### config.mk
export PLATFORM = sky130hd
export DESIGN_NAME = wb_rr_arbiter
export DESIGN_NICKNAME = d
export VERILOG_FILES = /design/src/rtl/wb_rr_arbiter.sv
export SDC_FILE = /design/constraint.sdc
export NUM_CORES = 1
export LEC_CHECK = 0
export CORE_ASPECT_RATIO = 0.8
export CORE_MARGIN = 2
export CORE_UTILIZATION = 34
export CTS_CLUSTER_DIAMETER = 60
export CTS_CLUSTER_SIZE = 40
export DETAILED_ROUTE_END_ITERATION = 8
export GPL_ROUTABILITY_DRIVEN = 1
export PLACE_DENSITY_LB_ADDON = 0.3
export SLEW_MARGIN = 0
export SYNTH_ARGS = -nofsm -noshare
export SYNTH_HDL_FRONTEND = slang
export SYNTH_SLANG_ARGS = --single-unit
### constraint.sdc
create_clock -name CLK -period 5.65 [get_ports CLK]
set_input_delay 1.695 -clock CLK [delete_from_list [all_inputs] [get_ports CLK]]
set_output_delay 1.695 -clock CLK [all_outputs]
set_load 0.01 [all_outputs]
### src/rtl/wb_rr_arbiter.sv
// Round-robin arbiter sharing one registered write port among NREQ requesters.
// Grant is combinational; the output slot refills on the cycle it drains.
module wb_rr_arbiter #(
    parameter int NREQ = 4,
    parameter int DW   = 32,
    parameter int AW   = 6,
    parameter int SW   = ($clog2(NREQ) < 1) ? 1 : $clog2(NREQ)
) (
    input  logic                 CLK,
    input  logic                 RST,
    input  logic [NREQ-1:0]      req_valid,
    output logic [NREQ-1:0]      req_ready,
    input  logic [NREQ*AW-1:0]   req_addr,
    input  logic [NREQ*DW-1:0]   req_data,
    output logic                 out_valid,
    input  logic                 out_ready,
    output logic [AW-1:0]        out_addr,
    output logic [DW-1:0]        out_data,
    output logic [SW-1:0]        out_src
);

    logic [SW-1:0]   r_ptr;
    logic            r_valid;
    logic [AW-1:0]   r_addr;
    logic [DW-1:0]   r_data;
    logic [SW-1:0]   r_src;

    logic [NREQ-1:0] w_lomask;
    logic [NREQ-1:0] w_upper;
    logic [NREQ-1:0] w_scan;
    logic [NREQ-1:0] w_gnt;
    logic [SW-1:0]   w_win;
    logic [SW-1:0]   w_ptr_nxt;
    logic            w_accept;
    logic            w_any;
    logic            w_hs;
    logic [AW-1:0]   w_addr;
    logic [DW-1:0]   w_data;

    assign w_accept = ~r_valid | out_ready;
    assign w_any    = |req_valid;
    assign w_hs     = w_accept & w_any & ~RST;

    // Requests at or above ptr take priority; otherwise wrap to the lowest index.
    always_comb begin
        w_lomask = (NREQ'(1) << r_ptr) - NREQ'(1);
        w_upper  = req_valid & ~w_lomask;
        w_scan   = (|w_upper) ? w_upper : req_valid;
        w_win    = '0;
        for (int i = NREQ - 1; i >= 0; i--) begin
            if (w_scan[i]) begin
                w_win = SW'(i);
            end
        end
    end

    assign w_ptr_nxt = (w_win == SW'(NREQ - 1)) ? '0 : w_win + SW'(1);

    always_comb begin
        w_gnt  = '0;
        w_addr = '0;
        w_data = '0;
        for (int i = 0; i < NREQ; i++) begin
            if (w_win == SW'(i)) begin
                w_gnt[i] = w_hs;
                w_addr   = req_addr[i*AW +: AW];
                w_data   = req_data[i*DW +: DW];
            end
        end
    end

    always_ff @(posedge CLK) begin
        if (RST) begin
            r_ptr   <= '0;
            r_valid <= 1'b0;
            r_addr  <= '0;
            r_data  <= '0;
            r_src   <= '0;
        end else if (w_hs) begin
            r_ptr   <= w_ptr_nxt;
            r_valid <= 1'b1;
            r_addr  <= w_addr;
            r_data  <= w_data;
            r_src   <= w_win;
        end else if (out_ready) begin
            r_valid <= 1'b0;
        end
    end

    assign req_ready = w_gnt;
    assign out_valid = r_valid;
    assign out_addr  = r_addr;
    assign out_data  = r_data;
    assign out_src   = r_src;

endmodule

==> impl_metrics.ini <==
[cts]
cts_max_path_buffers = 2
cts_buffers = 5
cts_setup_buffers = 0
cts-htree-levels = 2
cts_tree = built
path_clk_slew_ns = 0.08
cts_resized = 0
clock_latency_ns = 0.28
clock-sinks = 43
cts_root_buf = clkbuf_8
ctsHoldBuffers = 0

[power]
total_leakage_power_nw = 1.96
irDropWorstVdd_v = 0.000139
powerDensity_nw_per_um2 = 249

[worst_setup_path]
worstSetupEndpoint = req_ready[1]
path_class = in2out
crit_start = req_valid[0]
cpMaxStageDelayCell = clkdlybuf4s50_1
r2r_slack_ns = 2.37
r2r_end = out_data[14]
required_ns = 3.95
start_kind = input port
critPathCaptureType = output port
critPathMaxStageDelay_ns = 0.54
rr_worst_depth = 11
path_cells = clkdlybuf4s50_1 -> mux2i_1 -> nor2_1 -> or3_1 -> inv_1 -> ha_1 -> and2_1 -> clkdlybuf4s50_1
arrival_ns = 3.79
crit_fanout = 5
crit_top_cell = clkdlybuf4s50_1
r2r-start = r_ptr[1]

[floorplan]
row_count = 28
io_pins = 204
dieHeight_um = 83.6
die_area_um2 = 8640
start_util = 0.357
core-area_um2 = 7530
die_w_um = 103

[synth]
synth-adder-area-share = 0.0186
yosys.area.top_type_share = 0.320
synth.area.mux_share = 0.00372
synth_top_family_by_area = compound AO/OA/AOI/OAI gates
synth-seq-cells = 43
synth_area_um2 = 2690
yosys.area_share.simple = 0.0498
yosys_warnings = 0
synth_fp_nets = 514
syn_inst = 351
seq_area_frac_synth = 0.320
synth-compound-area-share = 0.475
synth_area_leaders = dfxtp_1 32%, a21oi_1 22%, a221oi_1 12%, a211o_1 12%, inv_1 5.9%
synth.avg_cell_area_um2 = 7.66
synth_xor_area_frac = 0
yosysTopAreaCell = dfxtp_1
netlist-cell-type-count = 24

[routing]
via_per_inst = 5.33
vias = 3386
wl_per_cell_um = 16.4
drt_iter0_drc = 87
first_pass_iters = 6
ant_nets = 0
drc = 0
finalWirelength_mm = 10.4

[global_routing]
grtUsageTotal = 0.225
grt_pass1_wl_mm = 15.6
grt_pass1_vias = 3272
grt_max_degree = 77
antenna_found_initial = 0
grt-ovfl-total = 0

[timing]
hold_viol = 0
skew_ns = 0.00529
timing.fmax_ghz = 0.182
setup_viol = 0
holdWs_ns = 0.476
setup-tns-final_ns = 0
worstMarginPinSlew_ns = 0.852
period_share = 0.970
rsz0062_at_grt = no
fin_crit_ns = 5.48
relSlewSlack = 0.430
drv_slew = 0
setup_ws_ns = 0.169

[run_status]
status = complete, no violations

[worst_hold_path]
hold_class = reg2reg
hp-start = out_src[1]

[cells_and_area]
final_nets = 692
final_cells = 635
areaGrowthSynthToFinish_pct = 78.5
final_common_cell = clkdlybuf4s50_1
drive_above_1_share = 0.0340
finalCoreUtilization = 0.638
diodes = 0
layout_common_cells = 203 x clkdlybuf4s50_1, 117 x a21oi_1, 43 x dfxtp_1, 42 x inv_1, 38 x a221oi_1

[job]
cap_viol_max_count = 0

[placed_design]
gp_congestion = 0.801
place_ws_ns = 0.169
dp_cells = 627
io_buffers = 203
dp_hpwl_mm = 7.43
## Yosys cell counts
library cell / count
dfxtp_1: 43
o22ai_1: 1
nor2_1: 5
buf_2: 6
buf_4: 4
or3_1: 2
buf_6: 4
inv_1: 42
o21ai_0: 3
nor4_2: 1
a221oi_1: 38
a211o_1: 37
ha_1: 4
nand2_1: 4
mux2i_1: 1
clkbuf_1: 25
a21oi_1: 117
nand3_1: 3
and2_1: 4
o21a_1: 1
nor3_2: 1
nand2b_1: 1
nor2b_1: 3
a211oi_1: 1
## final cells by class
| type | count | area, um^2 |
|---|---|---|
| well taps | 105 | 131 |
| clock inverters | 1 | 5.00 |
| repair buffers | 210 | 2080 |
| flip-flops and latches | 43 | 861 |
| multi-input cells | 227 | 1490 |
| inverters | 42 | 158 |
| fillers | 674 | 2730 |
| clock buffers | 7 | 76.3 |
## critical path: cells and delay by family
family / cells / cell delay [ns]
buffers and inverters: 3 / 1.18
AND/OR/NAND/NOR: 3 / 0.58
adder cells (fa/ha/maj): 1 / 0.18
multiplexers: 1 / 0.16
## flip-flops by register name (all words and copies together), names as in the netlist
register,flops
out_valid,1
out_addr,6
r_ptr,2
out_data,32
out_src,2
## kinds of logic (layout without fill, tap and decap cells)
family / after synthesis / after routing
adder cells (fa/ha/maj): 4 / 4
buffers and inverters: 81 / 260
flip-flops: 43 / 43
AND/OR/NAND/NOR: 24 / 24
multiplexers: 1 / 1
AO/OA/AOI/OAI: 198 / 198
## power by group
| group | internal, mW | switching [mW] |
|---|---|---|
| combinational | 0.338 | 0.281 |
| clock | 0.0869 | 0.101 |
| sequential | 0.359 | 0.0306 |
## layer usage
layer / share of wire / GRT usage
met1: 0.40 / 0.257
met2: 0.49 / 0.395
met3: 0.088 / 0.0745
met4: 0.020 / 0.0610
met5: 0 / 0
## through the flow
stage                     power (mW)  instance area, um^2
final                           1.20                 4800
after global placement          1.00                 4720
after floorplan                0.727                 2690
after detailed placement        1.01                 4720
after global routing            1.27                 4800
after CTS                       1.21                 4800
## how the worst min path moves through the flow
| stage | to | cells after the start |
|---|---|---|
| after global placement | out_src[1] | 2 |
| after global routing | out_src[1] | 2 |
| final | out_src[1] | 2 |
| after CTS | out_src[1] | 2 |
| after floorplan | r_ptr[0] | 2 |
| after detailed placement | out_src[1] | 2 |
No activity file was read; power rests on OpenSTA's default activity.
